<file path="config.mk">
export PLATFORM = sky130hd
export DESIGN_NAME = ss_division_run_ctrl
export DESIGN_NICKNAME = d
export VERILOG_FILES = /design/src/rtl/ss_division_run_ctrl_pkg.sv /design/src/rtl/ss_lfsr8.sv /design/src/rtl/ss_division_run_ctrl.sv
export SDC_FILE = /design/constraint.sdc
export NUM_CORES = 1
export LEC_CHECK = 0
export CORE_UTILIZATION = 30
export CTS_CLUSTER_DIAMETER = 200
export CTS_CLUSTER_SIZE = 25
export DETAILED_ROUTE_END_ITERATION = 7
export PLACE_DENSITY_LB_ADDON = 0.05
export SYNTH_ARGS = -nofsm -noshare
export SYNTH_HDL_FRONTEND = slang
export SYNTH_SLANG_ARGS = --single-unit
export TNS_END_PERCENT = 10
</file>
<file path="constraint.sdc">
create_clock -name clk -period 3.7 [get_ports clk]
set_clock_uncertainty 0.1 [all_clocks]
set_input_delay 1.11 -clock clk [delete_from_list [all_inputs] [get_ports clk]]
set_output_delay 1.11 -clock clk [all_outputs]
set_load 0.02 [all_outputs]
</file>
<file path="src/rtl/ss_division_run_ctrl_pkg.sv">
// rtl/ss_division_run_ctrl_pkg.sv - shared types and constants for the stochastic divider run controller
package ss_division_run_ctrl_pkg;

    typedef enum logic [2:0] {
        ST_IDLE  = 3'd0,
        ST_LOAD  = 3'd1,
        ST_RUN   = 3'd2,
        ST_DRAIN = 3'd3,
        ST_DONE  = 3'd4
    } state_t;

    localparam int OP_W  = 9;
    localparam int RN_W  = 8;
    localparam int CNT_W = 11;
    localparam int LEN_W = 4;
    localparam int CYC_W = 10;

    localparam int LEN_MIN_DEF = 3;
    localparam int LEN_MAX_DEF = 9;

    localparam logic [RN_W-1:0] SEED_X   = 8'hA5;
    localparam logic [RN_W-1:0] SEED_Y   = 8'h5A;
    localparam logic [RN_W-1:0] SEED_Z   = 8'hC3;
    // Taps 8,6,5,4 counted from 1 at the LSB end map onto bits 7,5,4,3.
    localparam logic [RN_W-1:0] TAP_MASK = 8'hB8;

    function automatic logic [RN_W-1:0] lfsr_step(input logic [RN_W-1:0] s);
        return {s[RN_W-2:0], ^(s & TAP_MASK)};
    endfunction

endpackage

</file>
<file path="src/rtl/ss_lfsr8.sv">
// rtl/ss_lfsr8.sv - 8-bit Fibonacci LFSR with enable and synchronous reseed
module ss_lfsr8
    import ss_division_run_ctrl_pkg::*;
#(
    parameter logic [RN_W-1:0] SEED = SEED_X
) (
    input  logic            clk_i,
    input  logic            rst_ni,
    input  logic            en_i,
    input  logic            reseed_i,
    output logic [RN_W-1:0] q_o
);

    logic [RN_W-1:0] lfsr_q;
    logic [RN_W-1:0] lfsr_d;

    always_comb begin
        lfsr_d = lfsr_q;
        if (reseed_i) begin
            lfsr_d = SEED;
        end else if (en_i) begin
            lfsr_d = lfsr_step(lfsr_q);
        end
    end

    always_ff @(posedge clk_i) begin
        if (!rst_ni) begin
            lfsr_q <= SEED;
        end else begin
            lfsr_q <= lfsr_d;
        end
    end

    assign q_o = lfsr_q;

endmodule

</file>
<file path="src/rtl/ss_division_run_ctrl.sv">
// rtl/ss_division_run_ctrl.sv - sequences load, stream window, drain and result capture for the divider
module ss_division_run_ctrl
    import ss_division_run_ctrl_pkg::*;
#(
    parameter int DRAIN_CYC = 1,
    parameter int LEN_MIN   = LEN_MIN_DEF,
    parameter int LEN_MAX   = LEN_MAX_DEF
) (
    input  logic             clk,
    input  logic             rst,
    input  logic             in_valid,
    output logic             in_ready,
    input  logic [OP_W-1:0]  x_in,
    input  logic [OP_W-1:0]  y_in,
    input  logic [LEN_W-1:0] len_sel,
    input  logic             cancel,
    output logic             dp_rst_n,
    output logic [OP_W-1:0]  dp_x_input,
    output logic [OP_W-1:0]  dp_y_input,
    output logic [RN_W-1:0]  dp_x_randnum,
    output logic [RN_W-1:0]  dp_y_randnum,
    output logic [RN_W-1:0]  dp_z_randnum,
    input  logic [CNT_W-1:0] dp_counter,
    output logic             out_valid,
    input  logic             out_ready,
    output logic [CNT_W-1:0] result,
    output logic [LEN_W-1:0] result_len,
    output logic             busy
);

    localparam logic [CYC_W-1:0] DRAIN_LAST = (DRAIN_CYC > 0) ? CYC_W'(DRAIN_CYC - 1) : '0;
    localparam state_t           AFTER_RUN  = (DRAIN_CYC > 0) ? ST_DRAIN : ST_DONE;

    state_t           state_q, state_d;
    logic [CYC_W-1:0] cyc_q, cyc_d;
    logic [LEN_W-1:0] len_q, len_d;
    logic [OP_W-1:0]  x_q, x_d;
    logic [OP_W-1:0]  y_q, y_d;
    logic [CNT_W-1:0] result_q, result_d;
    logic [LEN_W-1:0] result_len_q, result_len_d;
    logic             dp_rst_n_q;
    logic [LEN_W-1:0] len_eff;
    logic [CYC_W-1:0] run_last;
    logic             lfsr_en;
    logic             lfsr_reseed;

    always_comb begin
        len_eff = len_sel;
        if (int'(len_sel) < LEN_MIN) begin
            len_eff = LEN_W'(LEN_MIN);
        end else if (int'(len_sel) > LEN_MAX) begin
            len_eff = LEN_W'(LEN_MAX);
        end
    end

    assign run_last = CYC_W'((32'd1 << len_q) - 32'd1);

    always_comb begin
        state_d      = state_q;
        cyc_d        = cyc_q;
        len_d        = len_q;
        x_d          = x_q;
        y_d          = y_q;
        result_d     = result_q;
        result_len_d = result_len_q;
        case (state_q)
            ST_IDLE: begin
                if (in_valid) begin
                    x_d     = x_in;
                    y_d     = y_in;
                    len_d   = len_eff;
                    state_d = ST_LOAD;
                end
            end
            ST_LOAD: begin
                cyc_d   = '0;
                state_d = cancel ? ST_IDLE : ST_RUN;
            end
            ST_RUN: begin
                if (cancel) begin
                    state_d = ST_IDLE;
                end else if (cyc_q == run_last) begin
                    cyc_d   = '0;
                    state_d = AFTER_RUN;
                end else begin
                    cyc_d = cyc_q + 1'b1;
                end
            end
            ST_DRAIN: begin
                if (cancel) begin
                    state_d = ST_IDLE;
                end else if (cyc_q == DRAIN_LAST) begin
                    state_d = ST_DONE;
                end else begin
                    cyc_d = cyc_q + 1'b1;
                end
            end
            ST_DONE: begin
                if (out_ready) begin
                    state_d = ST_IDLE;
                end
            end
            default: state_d = ST_IDLE;
        endcase
        // Capture only on the edge that enters DONE so the result stays frozen while waiting.
        if (state_d == ST_DONE && state_q != ST_DONE) begin
            result_d     = dp_counter;
            result_len_d = len_q;
        end
    end

    always_ff @(posedge clk) begin
        if (!rst) begin
            state_q      <= ST_IDLE;
            cyc_q        <= '0;
            len_q        <= '0;
            x_q          <= '0;
            y_q          <= '0;
            result_q     <= '0;
            result_len_q <= '0;
            dp_rst_n_q   <= 1'b0;
        end else begin
            state_q      <= state_d;
            cyc_q        <= cyc_d;
            len_q        <= len_d;
            x_q          <= x_d;
            y_q          <= y_d;
            result_q     <= result_d;
            result_len_q <= result_len_d;
            dp_rst_n_q   <= (state_d != ST_LOAD);
        end
    end

    assign lfsr_en     = (state_q == ST_RUN) && !cancel;
    assign lfsr_reseed = (state_q == ST_LOAD) && !cancel;

    ss_lfsr8 #(.SEED(SEED_X)) u_lfsr_x (
        .clk_i   (clk),
        .rst_ni  (rst),
        .en_i    (lfsr_en),
        .reseed_i(lfsr_reseed),
        .q_o     (dp_x_randnum)
    );

    ss_lfsr8 #(.SEED(SEED_Y)) u_lfsr_y (
        .clk_i   (clk),
        .rst_ni  (rst),
        .en_i    (lfsr_en),
        .reseed_i(lfsr_reseed),
        .q_o     (dp_y_randnum)
    );

    ss_lfsr8 #(.SEED(SEED_Z)) u_lfsr_z (
        .clk_i   (clk),
        .rst_ni  (rst),
        .en_i    (lfsr_en),
        .reseed_i(lfsr_reseed),
        .q_o     (dp_z_randnum)
    );

    assign in_ready   = (state_q == ST_IDLE);
    assign busy       = (state_q != ST_IDLE);
    assign out_valid  = (state_q == ST_DONE);
    assign dp_rst_n   = dp_rst_n_q;
    assign dp_x_input = x_q;
    assign dp_y_input = y_q;
    assign result     = result_q;
    assign result_len = result_len_q;

endmodule

</file>
==> results_dict.tcl <==
set metrics [dict create \
    status "completed" \
    cts_tree "done" \
    rsz0062_at_grt "no" \
    routed_wl_um 9440 \
    synth_edf_count 0 \
    design.core.area_mm2 0.0114 \
    ys_seq_area_share_pct 42.8 \
    met3_usage_pct 5.58 \
    rows 39 \
    peakVddDrop_mv 0.209 \
    synthArstFlopShare_pct 0 \
    power_density_mw_per_mm2 411 \
    worstPathArrival_ps 1990 \
    tns_ps 0 \
    cts_root_buffer "clkbuf_16" \
    path_delay_family "buffers and inverters" \
    drv_cap 0 \
    yosysUniqueCellTypes 47 \
    ff2ff_setup_slack_ps 650 \
    clock_path_buffers 2 \
    synth_compound_area_share_pct 16.2 \
    insertion_delay_ps 330 \
    busiest_layer "met2" \
    crit_type "reg2out" \
    syn_nets 498 \
    required_ps 2490 \
    fin_ws_ps 498 \
    syn_to_final_growth_pct 38.1 \
    layout_common_cells "nand2_1, clkdlybuf4s50_1, dfxtp_1, a21boi_0, nand3_1" \
    vias 3279 \
    yosysWarnings 0 \
    worstReg2RegStart "len_q[3]" \
    path_clk_slew_ps 60 \
    die-area_mm2 0.0121 \
    p_leak_uw 0.00175 \
    ctsResizeCount 0 \
    start_kind "register" \
    mostFrequentLayoutCell "nand2_1" \
    layout-drive-gt1-share_pct 5.56 \
    h-tree-depth 3 \
    synth-seq-cells 75 \
    grt_pass1_vias 3108 \
    muxShareOfSynthArea_pct 0.285 \
    numCtsBuffers 9 \
    yosys.area_share.adder_pct 1.07 \
    cts_hold_buf 0 \
    grt_first_pass_wirelength_um 15600 \
    cp-startpoint "state_q[1]" \
    avgViaCountPerCell 4.80 \
    synth_top_family_by_area "simple AND/OR/NAND/NOR gates" \
    antenna_found_initial 0 \
    setup_viol_count_final 0 \
    use_met1_pct 21.7 \
    worst_pin_slew_ps 853 \
    synth_ff_type "dfxtp_1" \
    finalHoldViolations 0 \
    fin_util_pct 42.5 \
    first_pass_iters 4 \
    synth_cells 457 \
    cts_sinks 75 \
    grt_max_degree 42 \
    avgRoutedWirePerCell_um 13.8 \
    die_width_um 110 \
    start_util_pct 30.7 \
    grt_use_total_pct 16.9 \
    post_cts_buffers 0 \
    maxSlewHeadroom_pct 43.0 \
    worstPathCellList "nor3_1 -> clkdlybuf4s50_1" \
    cpMaxStageDelayCell "clkdlybuf4s50_1" \
    syn_avg_cell_area_um2 7.68 \
    ios 99 \
    die_h_um 110 \
    synthXorXnorAreaFrac_pct 3.74 \
    antenna_left 0 \
    diodes 0 \
    grt_use_met2_pct 26.6 \
    dp_slack_ps 629 \
    cp_slowest_stage_delay_ps 700 \
    crit_fanout 17 \
    fmax_mhz 312 \
    synth-simple-area-share_pct 30.0 \
    hold_end "result[9]" \
    final_max_slew_viol_count 0 \
    r2r_end "state_q[0]" \
    period_needed_ps 3200 \
    worstHoldStart "result[9]" \
    dpl.hpwl_um 6480 \
    detailedRoute.firstIterationViolations 112 \
    final_nets 576 \
    min_period_over_period_pct 86.5 \
    hp-class "reg2reg" \
    rr_worst_depth 10 \
    hold_depth 2 \
    syn_area_mm2 0.00351 \
    gp_congestion 0.736 \
    endpoint_kind "primary output" \
    port_buffers 98 \
    route.detailed.drc 0 \
    grt-ovfl-total 0 \
    critPathBufInv 1 \
]
==> Yosys cell counts (2+ instances only) <==
cell | n | share of area [%]
dfxtp_1 | 75 | 43
nand2b_1 | 2 | 0.36
nor3_1 | 7 | 1.0
ha_1 | 3 | 1.1
nand4b_1 | 2 | 0.50
xor2_1 | 3 | 0.75
nor3b_1 | 3 | 0.64
buf_6 | 2 | 0.64
clkbuf_1 | 28 | 3.0
a21boi_0 | 31 | 6.6
nor2b_1 | 8 | 1.4
o21ai_1 | 6 | 0.86
nor4_1 | 8 | 1.4
and3_1 | 3 | 0.53
nor2_1 | 15 | 1.6
buf_2 | 7 | 1.0
inv_1 | 6 | 0.64
o211ai_1 | 5 | 1.1
a22oi_1 | 4 | 0.86
and2_0 | 2 | 0.36
o21ai_0 | 2 | 0.29
a22o_1 | 3 | 0.75
a21boi_1 | 5 | 1.1
and2_1 | 3 | 0.53
or2_2 | 2 | 0.36
nand4_1 | 6 | 1.1
a21oi_1 | 18 | 2.6
nand3_1 | 27 | 3.9
xnor2_1 | 12 | 3.0
nand2_1 | 142 | 15
==> per-stage QoR <==
step                cell area (um2)  total power [uW]  hold WS (ps)  instances
floorplan                      3510              1020           388        457
global placement               4550              1130           340        667
detailed placement             4550              1130           346        667
CTS                            4850              2030           354        683
global route                   4850              2100           385        683
finish                         4850              1990           348        683
==> worst register-to-register path, delay by kind of cell (launching register included) <==
kind                     cells  cell delay [ps]
XOR/XNOR                     1              180
adder cells (fa/ha/maj)      1              390
AO/OA/AOI/OAI                5              890
AND/OR/NAND/NOR              3              860
flip-flops                   1              570
==> final cells by class <==
type,instances,area (um2)
clock inverter,7,73.8
sequential,75,1500
fill,1165,6570
clock buffer,9,225
multi-input combinational,336,1800
inverter,7,26.3
timing repair buffer,106,1040
tap,143,179
==> sequential cells by signal (all words and copies together) (netlist names) <==
signal,cells
u_lfsr_y.q_o,8
dp_rst_n,1
len_q,4
state_q,3
cyc_q,10
result,11
result_len,4
u_lfsr_z.q_o,8
dp_y_input,9
u_lfsr_x.q_o,8
dp_x_input,9
==> power by group <==
group / internal, uW / switching [uW]
clock network: 525 / 355
logic: 129 / 134
registers: 830 / 19.7
==> metal layers <==
| metal | part of all wire [%] | up-vias | wire length (um) |
|---|---|---|---|
| li1 | - | 1686 | - |
| met1 | 47 | 1529 | 4480 |
| met2 | 48 | 60 | 4490 |
| met3 | 4.5 | 4 | 426 |
| met4 | 0.49 | 0 | 46 |
| met5 | 0 | - | 0 |
==> logic make-up (layout without fill, tap and decap cells) <==
group | after synthesis | after routing
simple gates | 235 | 235
compound gates | 82 | 82
flops | 75 | 75
buf+inv | 46 | 129
xor+xnor | 15 | 15
fa+ha+maj | 3 | 3
mux | 1 | 1
==> worst max path at each step <==
stage                               end  depth (start not counted)
after floorplan                cyc_q[4]                         14
after global placement        result[3]                          5
after detailed placement  result_len[3]                          5
after CTS                      in_ready                          2
after global routing           in_ready                          2
final                          in_ready                          2
Power figures use the tool's default switching activity.
